### config.mk
export PLATFORM = sky130hd
export DESIGN_NAME = hazard_stall_unit_flat
export DESIGN_NICKNAME = d
export VERILOG_FILES = /design/src/rtl/hazard_stall_unit_pkg.sv /design/src/rtl/hazard_stall_unit_if.sv /design/src/rtl/hazard_stall_unit_mdu_busy_tracker.sv /design/src/rtl/hazard_stall_unit.sv /design/src/flat_wrapper.sv
export SDC_FILE = /design/constraint.sdc
export NUM_CORES = 1
export LEC_CHECK = 0
export CAP_MARGIN = 10
export CORE_ASPECT_RATIO = 0.9
export CORE_MARGIN = 2
export CORE_UTILIZATION = 39
export CTS_CLUSTER_DIAMETER = 40
export DETAILED_ROUTE_END_ITERATION = 16
export DONT_BUFFER_PORTS = 1
export PLACE_DENSITY_LB_ADDON = 0.12
export SETUP_SLACK_MARGIN = 0.2
export SLEW_MARGIN = 5
export SYNTH_ARGS = -nofsm -noshare
export SYNTH_HDL_FRONTEND = slang
export SYNTH_SLANG_ARGS = --single-unit
### constraint.sdc
create_clock -name clk -period 3 [get_ports clk]
set_clock_uncertainty 0.1 [all_clocks]
set_input_delay 0.6 -clock clk [delete_from_list [all_inputs] [get_ports clk]]
set_output_delay 0.6 -clock clk [all_outputs]
set_load 0.02 [all_outputs]
### src/rtl/hazard_stall_unit_pkg.sv
// ============================================================================
// hazard_stall_unit_pkg : shared pipeline constants for the hazard/stall logic
// Revision: 1.0
// ============================================================================
`default_nettype none

package hazard_stall_unit_pkg;

    localparam int REG_W           = 5;
    localparam int PCSRC_W         = 3;
    localparam int MDU_CNT_W       = 6;
    localparam int STALL_CNT_W     = 8;
    localparam int MDU_LAT_DEFAULT = 32;

    localparam logic [PCSRC_W-1:0] PCSRC_JR = 3'b011;

    typedef enum logic [0:0] {
        MDU_IDLE = 1'b0,
        MDU_BUSY = 1'b1
    } mdu_state_t;

    // $0 is hardwired to zero, so it can never carry a pending result.
    function automatic logic reg_match(input logic [REG_W-1:0] dst,
                                       input logic [REG_W-1:0] src);
        return (dst != '0) && (dst == src);
    endfunction

endpackage

`default_nettype wire

### src/rtl/hazard_stall_unit_if.sv
// ============================================================================
// hazard_stall_unit_if : pipeline-register snoop inputs and stall controls
// Revision: 1.0
// ============================================================================
`default_nettype none

interface hazard_stall_unit_if;
    import hazard_stall_unit_pkg::*;

    logic [REG_W-1:0]   IF_ID_Rs;
    logic [REG_W-1:0]   IF_ID_Rt;
    logic               IF_ID_UsesRt;
    logic [PCSRC_W-1:0] IF_ID_PCSrc;
    logic               IF_ID_MduOp;
    logic               IF_ID_HiLoRd;
    logic               ID_EX_MemRd;
    logic               ID_EX_RegWr;
    logic [REG_W-1:0]   ID_EX_RegFileWr_addr;
    logic               EX_MEM_MemRd;
    logic [REG_W-1:0]   EX_MEM_RegFileWr_addr;
    logic               EX_BranchTaken;

    logic               PC_Hold;
    logic               IF_ID_Hold;
    logic               ID_EX_Bubble;
    logic               IF_ID_Flush;
    logic               MDU_Start;
    logic               MDU_Busy;

    modport master (
        output IF_ID_Rs, IF_ID_Rt, IF_ID_UsesRt, IF_ID_PCSrc, IF_ID_MduOp,
               IF_ID_HiLoRd, ID_EX_MemRd, ID_EX_RegWr, ID_EX_RegFileWr_addr,
               EX_MEM_MemRd, EX_MEM_RegFileWr_addr, EX_BranchTaken,
        input  PC_Hold, IF_ID_Hold, ID_EX_Bubble, IF_ID_Flush, MDU_Start,
               MDU_Busy
    );

    modport slave (
        input  IF_ID_Rs, IF_ID_Rt, IF_ID_UsesRt, IF_ID_PCSrc, IF_ID_MduOp,
               IF_ID_HiLoRd, ID_EX_MemRd, ID_EX_RegWr, ID_EX_RegFileWr_addr,
               EX_MEM_MemRd, EX_MEM_RegFileWr_addr, EX_BranchTaken,
        output PC_Hold, IF_ID_Hold, ID_EX_Bubble, IF_ID_Flush, MDU_Start,
               MDU_Busy
    );

endinterface

`default_nettype wire

### src/rtl/hazard_stall_unit_mdu_busy_tracker.sv
// ============================================================================
// mdu_busy_tracker : IDLE/BUSY FSM with down-counter tracking MDU occupancy
// Revision: 1.0
// ============================================================================
`default_nettype none

module mdu_busy_tracker
    import hazard_stall_unit_pkg::*;
#(
    parameter int MDU_LAT = MDU_LAT_DEFAULT
) (
    input  wire logic clk,
    input  wire logic reset,
    input  wire logic i_start,
    output logic      o_busy
);

    localparam logic [MDU_CNT_W-1:0] c_LOAD = MDU_CNT_W'(MDU_LAT - 1);

    mdu_state_t           r_state;
    mdu_state_t           w_state_nxt;
    logic [MDU_CNT_W-1:0] r_cnt;
    logic [MDU_CNT_W-1:0] w_cnt_nxt;

    always_ff @(posedge clk or negedge reset) begin
        if (!reset) begin
            r_state <= MDU_IDLE;
            r_cnt   <= '0;
        end else begin
            r_state <= w_state_nxt;
            r_cnt   <= w_cnt_nxt;
        end
    end

    // The final cycle (count 0) still reports busy; the FSM drops to IDLE on that edge.
    always_comb begin
        w_state_nxt = r_state;
        w_cnt_nxt   = r_cnt;
        case (r_state)
            MDU_IDLE: begin
                if (i_start) begin
                    w_state_nxt = MDU_BUSY;
                    w_cnt_nxt   = c_LOAD;
                end
            end
            MDU_BUSY: begin
                if (r_cnt == '0) begin
                    w_state_nxt = MDU_IDLE;
                end else begin
                    w_cnt_nxt = r_cnt - 1'b1;
                end
            end
            default: begin
                w_state_nxt = MDU_IDLE;
                w_cnt_nxt   = '0;
            end
        endcase
    end

    assign o_busy = (r_state == MDU_BUSY);

endmodule

`default_nettype wire

### src/rtl/hazard_stall_unit.sv
// ============================================================================
// hazard_stall_unit : load-use / jr / MDU hazard detection and stall control
// Revision: 1.0
// ============================================================================
`default_nettype none

module hazard_stall_unit
    import hazard_stall_unit_pkg::*;
#(
    parameter int MDU_LAT = MDU_LAT_DEFAULT
) (
    input  wire logic          clk,
    input  wire logic          reset,
    hazard_stall_unit_if.slave bus
);

    logic w_mdu_busy;
    logic w_load_use;
    logic w_jr_haz;
    logic w_mdu_haz;
    logic w_hazard;
    logic w_branch;
    logic w_stall;
    logic w_mdu_start;

    logic [STALL_CNT_W-1:0] r_stall_cnt;

    assign w_load_use = bus.ID_EX_MemRd &&
                        (reg_match(bus.ID_EX_RegFileWr_addr, bus.IF_ID_Rs) ||
                         (bus.IF_ID_UsesRt &&
                          reg_match(bus.ID_EX_RegFileWr_addr, bus.IF_ID_Rt)));

    // jr reads its target in decode, so a load still in EX or MEM must be waited on.
    assign w_jr_haz = (bus.IF_ID_PCSrc == PCSRC_JR) &&
                      ((bus.ID_EX_RegWr && bus.ID_EX_MemRd &&
                        reg_match(bus.ID_EX_RegFileWr_addr, bus.IF_ID_Rs)) ||
                       (bus.EX_MEM_MemRd &&
                        reg_match(bus.EX_MEM_RegFileWr_addr, bus.IF_ID_Rs)));

    assign w_mdu_haz = w_mdu_busy && (bus.IF_ID_MduOp || bus.IF_ID_HiLoRd);

    assign w_hazard    = w_load_use || w_jr_haz || w_mdu_haz;
    assign w_branch    = reset && bus.EX_BranchTaken;
    assign w_stall     = reset && w_hazard && !bus.EX_BranchTaken;
    assign w_mdu_start = reset && bus.IF_ID_MduOp && !w_hazard && !bus.EX_BranchTaken;

    assign bus.PC_Hold      = w_stall;
    assign bus.IF_ID_Hold   = w_stall;
    assign bus.ID_EX_Bubble = w_stall || w_branch;
    assign bus.IF_ID_Flush  = w_branch;
    assign bus.MDU_Start    = w_mdu_start;
    assign bus.MDU_Busy     = w_mdu_busy;

    always_ff @(posedge clk or negedge reset) begin
        if (!reset) begin
            r_stall_cnt <= '0;
        end else if (!w_stall) begin
            r_stall_cnt <= '0;
        end else if (r_stall_cnt != {STALL_CNT_W{1'b1}}) begin
            r_stall_cnt <= r_stall_cnt + 1'b1;
        end
    end

    mdu_busy_tracker #(
        .MDU_LAT (MDU_LAT)
    ) u_mdu (
        .clk     (clk),
        .reset   (reset),
        .i_start (w_mdu_start),
        .o_busy  (w_mdu_busy)
    );

endmodule

`default_nettype wire

### src/flat_wrapper.sv
// flat-port wrapper written by rule: the top's interface ports become plain ports
module hazard_stall_unit_flat import hazard_stall_unit_pkg::*;
#(
    parameter int MDU_LAT = MDU_LAT_DEFAULT
)
  (clk, reset, bus_IF_ID_Rs, bus_IF_ID_Rt, bus_IF_ID_UsesRt, bus_IF_ID_PCSrc, bus_IF_ID_MduOp, bus_IF_ID_HiLoRd, bus_ID_EX_MemRd, bus_ID_EX_RegWr, bus_ID_EX_RegFileWr_addr, bus_EX_MEM_MemRd, bus_EX_MEM_RegFileWr_addr, bus_EX_BranchTaken, bus_PC_Hold, bus_IF_ID_Hold, bus_ID_EX_Bubble, bus_IF_ID_Flush, bus_MDU_Start, bus_MDU_Busy);
  hazard_stall_unit_if bus_i ();
  input  wire logic clk;
  input  wire logic reset;
  input wire logic [$bits(bus_i.IF_ID_Rs)-1:0] bus_IF_ID_Rs;
  input wire logic [$bits(bus_i.IF_ID_Rt)-1:0] bus_IF_ID_Rt;
  input wire logic [$bits(bus_i.IF_ID_UsesRt)-1:0] bus_IF_ID_UsesRt;
  input wire logic [$bits(bus_i.IF_ID_PCSrc)-1:0] bus_IF_ID_PCSrc;
  input wire logic [$bits(bus_i.IF_ID_MduOp)-1:0] bus_IF_ID_MduOp;
  input wire logic [$bits(bus_i.IF_ID_HiLoRd)-1:0] bus_IF_ID_HiLoRd;
  input wire logic [$bits(bus_i.ID_EX_MemRd)-1:0] bus_ID_EX_MemRd;
  input wire logic [$bits(bus_i.ID_EX_RegWr)-1:0] bus_ID_EX_RegWr;
  input wire logic [$bits(bus_i.ID_EX_RegFileWr_addr)-1:0] bus_ID_EX_RegFileWr_addr;
  input wire logic [$bits(bus_i.EX_MEM_MemRd)-1:0] bus_EX_MEM_MemRd;
  input wire logic [$bits(bus_i.EX_MEM_RegFileWr_addr)-1:0] bus_EX_MEM_RegFileWr_addr;
  input wire logic [$bits(bus_i.EX_BranchTaken)-1:0] bus_EX_BranchTaken;
  output wire logic [$bits(bus_i.PC_Hold)-1:0] bus_PC_Hold;
  output wire logic [$bits(bus_i.IF_ID_Hold)-1:0] bus_IF_ID_Hold;
  output wire logic [$bits(bus_i.ID_EX_Bubble)-1:0] bus_ID_EX_Bubble;
  output wire logic [$bits(bus_i.IF_ID_Flush)-1:0] bus_IF_ID_Flush;
  output wire logic [$bits(bus_i.MDU_Start)-1:0] bus_MDU_Start;
  output wire logic [$bits(bus_i.MDU_Busy)-1:0] bus_MDU_Busy;
  assign bus_i.IF_ID_Rs = bus_IF_ID_Rs;
  assign bus_i.IF_ID_Rt = bus_IF_ID_Rt;
  assign bus_i.IF_ID_UsesRt = bus_IF_ID_UsesRt;
  assign bus_i.IF_ID_PCSrc = bus_IF_ID_PCSrc;
  assign bus_i.IF_ID_MduOp = bus_IF_ID_MduOp;
  assign bus_i.IF_ID_HiLoRd = bus_IF_ID_HiLoRd;
  assign bus_i.ID_EX_MemRd = bus_ID_EX_MemRd;
  assign bus_i.ID_EX_RegWr = bus_ID_EX_RegWr;
  assign bus_i.ID_EX_RegFileWr_addr = bus_ID_EX_RegFileWr_addr;
  assign bus_i.EX_MEM_MemRd = bus_EX_MEM_MemRd;
  assign bus_i.EX_MEM_RegFileWr_addr = bus_EX_MEM_RegFileWr_addr;
  assign bus_i.EX_BranchTaken = bus_EX_BranchTaken;
  assign bus_PC_Hold = bus_i.PC_Hold;
  assign bus_IF_ID_Hold = bus_i.IF_ID_Hold;
  assign bus_ID_EX_Bubble = bus_i.ID_EX_Bubble;
  assign bus_IF_ID_Flush = bus_i.IF_ID_Flush;
  assign bus_MDU_Start = bus_i.MDU_Start;
  assign bus_MDU_Busy = bus_i.MDU_Busy;
  hazard_stall_unit #(.MDU_LAT(MDU_LAT)) u_core (.clk(clk), .reset(reset), .bus(bus_i));
endmodule
==> impl_metrics.csv, run 1 <==
group,metric,value,unit
yosys,syn-instance-count,67,
yosys,netlist_top_cells_area,"dfrtp_1 (28%), xor2_1 (14%), xnor2_1 (6.9%), o41ai_4 (4.4%), nor3_1 (3.2%)",
placement,dp_slack,0.3884,ns
pwr,power_frac_comb,42.9,%
yosys,ys_warn_count,0,
sta,min_period_over_period,87.19,%
setup_path,cp.arrival,1.92,ns
yosys,yosysMostFrequentCell,"xor2_1",
cells_and_area,fin_cells,93,
sta,grt_setup_unrepaired,"no",
placement,place_congestion,0.7225,
yosys,synth_area,631.9,um^2
cells_and_area,fin_nets,105,
clock_tree,insertion_delay,0.26,ns
setup_path,critPathMaxFanout,3,
die,initial_core_util,42.69,%
min_path,holdCritPathClass,"register to register",
yosys,synth_top_area_share,27.72,%
sta,tightest_slew,0.4902,ns
setup_path,worstSetupStartpointType,"primary input",
setup_path,end_kind,"output port",
pwr,seqPwrFrac,40.8,%
routing,drtAntennaViolNets,0,
pwr,vdd.ir_drop.worst,357.9,uV
clock_tree,cts-resized-gates,0,
setup_path,worstPathCellList,"xor2_1, nor4_2, a32oi_1, o221ai_1, and3b_1",
pwr,p_leak,0.2673,nW
clock_tree,postCtsHoldBufs,1,
die,ios,38,
sta,fmax,382.3,MHz
pwr,swShare,40.81,%
grt,grt_max_degree,10,
pwr,p_switching,0.0002160,W
yosys,synth.ff_latch_count,7,
routing,dr_total_vias,508,
sta,finalCriticalPeriod,2.616,ns
placement,hpwl,1063,um
clock_tree,cts_max_level,1,
placement,port_buffers,0,
setup_path,rr_startpoint,"u_core.u_mdu.r_cnt[0]$_DFFE_PN0P_",
clock_tree,clkTransAtPathRegs,0.05,ns
grt,antenna_found_initial,0,
grt,grtUsageTotal,14.71,%
cells_and_area,n_antenna_cell,0,
die,die_area,0.001959,mm^2
sta,setup_viol,0,
min_path,min_from,"u_core.u_mdu.r_cnt[1]$_DFFE_PN0P_",
routing,drt_iter0_drc,10,
yosys,ys_async_sr_fraction,100.0,%
run,drv_cap,0,
pwr,power_density,769.1,mW/mm^2
setup_path,critPathTopFamily,"simple AND/OR/NAND/NOR gates",
routing,wirelength,1261,um
cells_and_area,drive_above_1_share,11.27,%
clock_tree,cts_tree,"done",
setup_path,max_stage_delay,0.46,ns
yosys,synth_cell_types,34,
die,num_rows,13,
setup_path,worstSetupStartpoint,"bus_ID_EX_RegFileWr_addr[3]",
pwr,finalPower,0.0005293,W
yosys,syn_nets,100,
clock_tree,post-cts-setup-buffers,0,
clock_tree,root_buffer,"clkbuf_4",
pwr,clockPowerShare,16.3,%
die,die_w,46.43,um
yosys,synthFlopType,"dfrtp_1",
setup_path,worstPathRequired,2.30,ns
die,core,0.001480,mm^2
placement,dpl.cell_count,88,
setup_path,rrSetupSlack,1.21,ns
grt,grt-ovfl-total,0,
sta,holdWs,0.4433,ns
setup_path,slowest_stage,"and3b_1",
grt,grt_pass1_vias,490,
clock_tree,cts_buffer_depth,2,
sta,maxSlewViolCount,0,
clock_tree,cts_buffers,3,
routing,dr.pass1.iters,4,
yosys,avgSynthCellArea,9.431,um^2
sta,fin_tns_setup,0,ns
cells_and_area,syn_to_final_growth,8.911,%
yosys,synthTopCellsByCount,"xor2_1 (10), dfrtp_1 (7), nor2_1 (5), xnor2_1 (5), nor3_1 (4)",
routing,wl_per_cell,13.56,um
setup_path,critPathKind,"primary input to output port",
run_status,status,"finished clean",
routing,via_per_inst,5.462,
yosys,yosysTopAreaCell,"dfrtp_1",
clock_tree,cts_num_sinks,7,
pwr,internal_power,0.0003133,W
yosys,ys_seq_area_share,27.72,%
sta,hold_viol,0,
routing,drc,0,
sta,worst_slack,0.3844,ns
yosys,synth_edf_count,0,
die,fp.dieH,42.19,um
sta,slew-limit-headroom,67.32,%
grt,grt_pass1_wl,2035,um
setup_path,path_buf_inv,0,
metrics by stage:
stage               util (%)  cell area [um^2]
floorplan                  -             631.9
global placement       44.04             651.9
detailed placement     44.04             651.9
CTS                    46.49             688.2
global route           46.49             688.2
finish                 46.49             688.2
cell type report:
type                            count  area (um^2)
Timing Repair Buffer                1        10.01
Clock buffer                        4        26.28
Inverter                            3        11.26
Sequential cell                     7        175.2
Tap cell                           22        27.53
Multi-Input combinational cell     56        437.9
Fill cell                         139        792.0
placed cells by master, fill, tap and decap left out, types with 2 or more instances in the layout:
cell,instances
dfrtp_1,7
nor2_1,5
xor2_1,10
nand2_1,2
nor3_1,4
clkbuf_4,3
o21a_1,2
a32oi_1,2
a21oi_1,2
nand2b_1,2
xnor2_1,5
inv_1,3
worst reg2reg max path, delay by kind of cell (launching register included):
kind / cells / cell delay, ns
adder cells (fa/ha/maj): 1 / 0.20
flip-flops: 1 / 0.37
multiplexers: 1 / 0.28
AND/OR/NAND/NOR: 2 / 0.29
AO/OA/AOI/OAI: 1 / 0.35
buffers and inverters: 1 / 0.09
power groups by stage:
stage                     combinational (W)  sequential (W)  clock (W)
after global placement             0.000222        0.000217          0
after global routing               0.000255        0.000222  0.0000991
after detailed placement           0.000226        0.000217          0
after floorplan                    0.000201        0.000203          0
after CTS                          0.000231        0.000215  0.0000920
final                              0.000227        0.000216  0.0000863
state kept, by name, indices dropped and copies added, names as in the netlist:
| name | count |
|---|---|
| u_core.u_mdu.r_cnt | 6 |
| u_core.u_mdu.o_busy | 1 |
metal layers:
layer,vias up,routed length [um],part of all wire [%],track usage (%)
li1,258,-,-,-
met4,0,0,0,5.143
met3,0,85,6.7,6.897
met2,22,512,41,20.28
met5,-,0,0,0
met1,228,662,52,19.79
cells by family (layout without fill, tap and decap cells):
group / count (synthesis) / after routing / synth area share [%]
AOI/OAI and AO/OA: 15 / 15 / 21.39
xor gates and xnor gates: 15 / 15 / 20.79
adders and majority gates: 1 / 1 / 1.980
buffers and inverters: 4 / 8 / 2.971
DFF: 7 / 7 / 27.72
muxes: 1 / 1 / 2.376
and+or+nand+nor: 24 / 24 / 22.78
worst paths after layout:
check,end,depth (start not counted)
min in group asynchronous,u_core.u_mdu.r_cnt[4]$_DFFE_PN0P_,1
max reg2reg,u_core.u_mdu.r_cnt[0]$_DFFE_PN0P_,6
min reg2reg,u_core.u_mdu.r_cnt[1]$_DFFE_PN0P_,2
min,u_core.u_mdu.r_cnt[1]$_DFFE_PN0P_,2
max in group asynchronous,u_core.u_mdu.r_cnt[0]$_DFFE_PN0P_,1
max,bus_PC_Hold,5
(Power assumes the default switching activity.)
==> inputs of run 2 (changes only) <==
- CORE_UTILIZATION: 39 -> 40
==> run 2 against run 1 <==
  * Sequential power about the same
  * Fmax about the same
  * Total power decreased by 0.97%
  * Critical path depth unchanged
  * Critical endpoint is now bus_IF_ID_Hold
  * Highest routed layer unchanged
==> impl_metrics.csv, run 2 (synthesized netlist as in run 1, its figures left out) <==
group,metric,value,unit
sta,finalCriticalPeriod,2.614,ns
die,num_rows,13,
setup_path,r2r_cells,6,
clock_tree,cts-resized-gates,0,
die,initial_core_util,43.16,%
clock_tree,root_buffer,"clkbuf_4",
grt,grtUsageTotal,14.75,%
clock_tree,clkTransAtPathRegs,0.05,ns
grt,grt-ovfl-total,0,
routing,via_per_inst,6.012,
sta,fmax,382.5,MHz
cells_and_area,largest_register_ffs,6,
cells_and_area,drive_above_1_share,11.27,%
grt,grt_pass1_vias,497,
routing,wl_per_cell,14.72,um
placement,place_congestion,0.7318,
routing,dr_total_vias,517,
cells_and_area,layout_commonest_cell,"xor2_1",
pwr,p_switching,0.0002109,W
clock_tree,cts_num_sinks,7,
setup_path,cp.arrival,1.91,ns
pwr,internal_power,0.0003132,W
cells_and_area,largest-register,"u_core.u_mdu.r_cnt",
run_status,status,"finished clean",
setup_path,rrSetupSlack,1.20,ns
pwr,swShare,40.24,%
pwr,power_frac_comb,43.0,%
sta,hold_viol,0,
pwr,vdd.ir_drop.worst,459.0,uV
cells_and_area,stdcell_area,679.4,um^2
sta,min_period_over_period,87.15,%
routing,drtAntennaViolNets,0,
routing,drc,0,
setup_path,critPathKind,"primary input to output port",
cells_and_area,final_cell_mix,"xor2_1 (10), dfrtp_1 (7), xnor2_1 (5), nor2_1 (5), nor3_1 (4)",
grt,grt_pass1_wl,2118,um
sta,maxSlewViolCount,0,
sta,setup_viol,0,
clock_tree,cts_tree,"done",
run,drv_cap,0,
placement,place_area,643.1,um^2
cells_and_area,syn_to_final_growth,7.525,%
clock_tree,cts_buffers,3,
min_path,min_from,"u_core.u_mdu.r_cnt[1]$_DFFE_PN0P_",
sta,tightest_slew,0.4744,ns
sta,slew-limit-headroom,68.37,%
setup_path,critPathMaxFanout,3,
pwr,clockPowerShare,16.0,%
min_path,holdCritPathClass,"register to register",
grt,grt_max_degree,10,
placement,hpwl,1076,um
sta,grt_setup_unrepaired,"no",
clock_tree,cts_max_level,1,
placement,port_buffers,0,
setup_path,worstSetupStartpointType,"primary input",
clock_tree,cts_buffer_depth,2,
die,fp.dieH,41.71,um
die,die_w,45.90,um
setup_path,rr_startpoint,"u_core.u_mdu.r_cnt[0]$_DFFE_PN0P_",
setup_path,worstPathRequired,2.30,ns
cells_and_area,fillers,148,
pwr,finalPower,0.0005241,W
setup_path,worstSetupStartpoint,"bus_ID_EX_RegFileWr_addr[3]",
cells_and_area,fin_nets,105,
sta,fin_tns_setup,0,ns
cells_and_area,utilization,46.41,%
die,die_area,0.001914,mm^2
routing,dr.pass1.iters,6,
grt,antenna_found_initial,0,
clock_tree,insertion_delay,0.25,ns
cells_and_area,n_antenna_cell,0,
pwr,p_leak,0.2673,nW
setup_path,end_kind,"output port",
setup_path,r2r_end,"u_core.u_mdu.r_cnt[0]$_DFFE_PN0P_",
pwr,power_density,771.5,mW/mm^2
routing,drt_iter0_drc,10,
clock_tree,post-cts-setup-buffers,0,
pwr,seqPwrFrac,41.0,%
setup_path,cp-endpoint,"bus_IF_ID_Hold",
die,ios,38,
die,core,0.001464,mm^2
routing,wirelength,1266,um
## run 2: cell counts in the layout (fill, tap and decap cells not counted)
Identical to the previous run, type by type.
## run 2: layout make-up
| type | instances | area [um^2] | share of cell area [%] |
|---|---|---|---|
| multi-input combinational | 56 | 437.9 | 64.46 |
| sequential | 7 | 175.2 | 25.78 |
| clock buffer | 4 | 26.28 | 3.867 |
| timing repair buffer | 1 | 10.01 | 1.473 |
| tap | 15 | 18.77 | 2.762 |
| inverter | 3 | 11.26 | 1.657 |
## run 2: per-stage QoR
stage | setup WS [ns] | std cells | hold WS, ns
4_1_cts | 0.3865 | 86 | 0.4432
3_3_place_gp | 0.4146 | 81 | 0.2046
2_1_floorplan | 0.4088 | 67 | 0.2044
3_5_place_dp | 0.3954 | 81 | 0.2046
6_report | 0.3856 | 86 | 0.4411
5_1_grt | 0.3365 | 86 | 0.4794
## run 2: routing by layer
layer | up-vias | routed length [um] | part of all wire, % | track usage [%]
li1 | 256 | - | - | -
met2 | 22 | 536 | 42 | 21.67
met3 | 0 | 115 | 9.1 | 6.957
met5 | - | 0 | 0 | 0
met1 | 239 | 613 | 48 | 21.02
met4 | 0 | 0 | 0 | 0
## run 2: repair_timing
| action | CTS | global route |
|---|---|---|
| hold endpoints to repair | 7 | 0 |
| hold buffers | 1 | 0 |
| setup endpoints to repair | 0 | 0 |
## run 2: power groups by stage
stage          registers [W]  clock network, W  logic, W
3_5_place_dp        0.000217                 0  0.000223
6_report            0.000215         0.0000838  0.000225
2_1_floorplan       0.000203                 0  0.000201
3_3_place_gp        0.000216                 0  0.000223
5_1_grt             0.000225         0.0000935  0.000253
4_1_cts             0.000216         0.0000868  0.000228
## run 2: worst min-delay path by stage
stage,to,slack [ns],depth (start not counted)
floorplan,u_core.u_mdu.o_busy$_DFF_PN0_,0.20,0
global placement,u_core.u_mdu.r_cnt[4]$_DFFE_PN0P_,0.20,0
detailed placement,u_core.u_mdu.r_cnt[4]$_DFFE_PN0P_,0.20,0
CTS,u_core.u_mdu.r_cnt[1]$_DFFE_PN0P_,0.44,2
global route,u_core.u_mdu.r_cnt[1]$_DFFE_PN0P_,0.48,2
finish,u_core.u_mdu.r_cnt[1]$_DFFE_PN0P_,0.44,2
## run 2: critical path, stage by stage
cell and delay (ns):
xor2_1 0.14, nor4_2 0.29, a32oi_1 0.18, o221ai_1 0.25
and3b_1 0.45
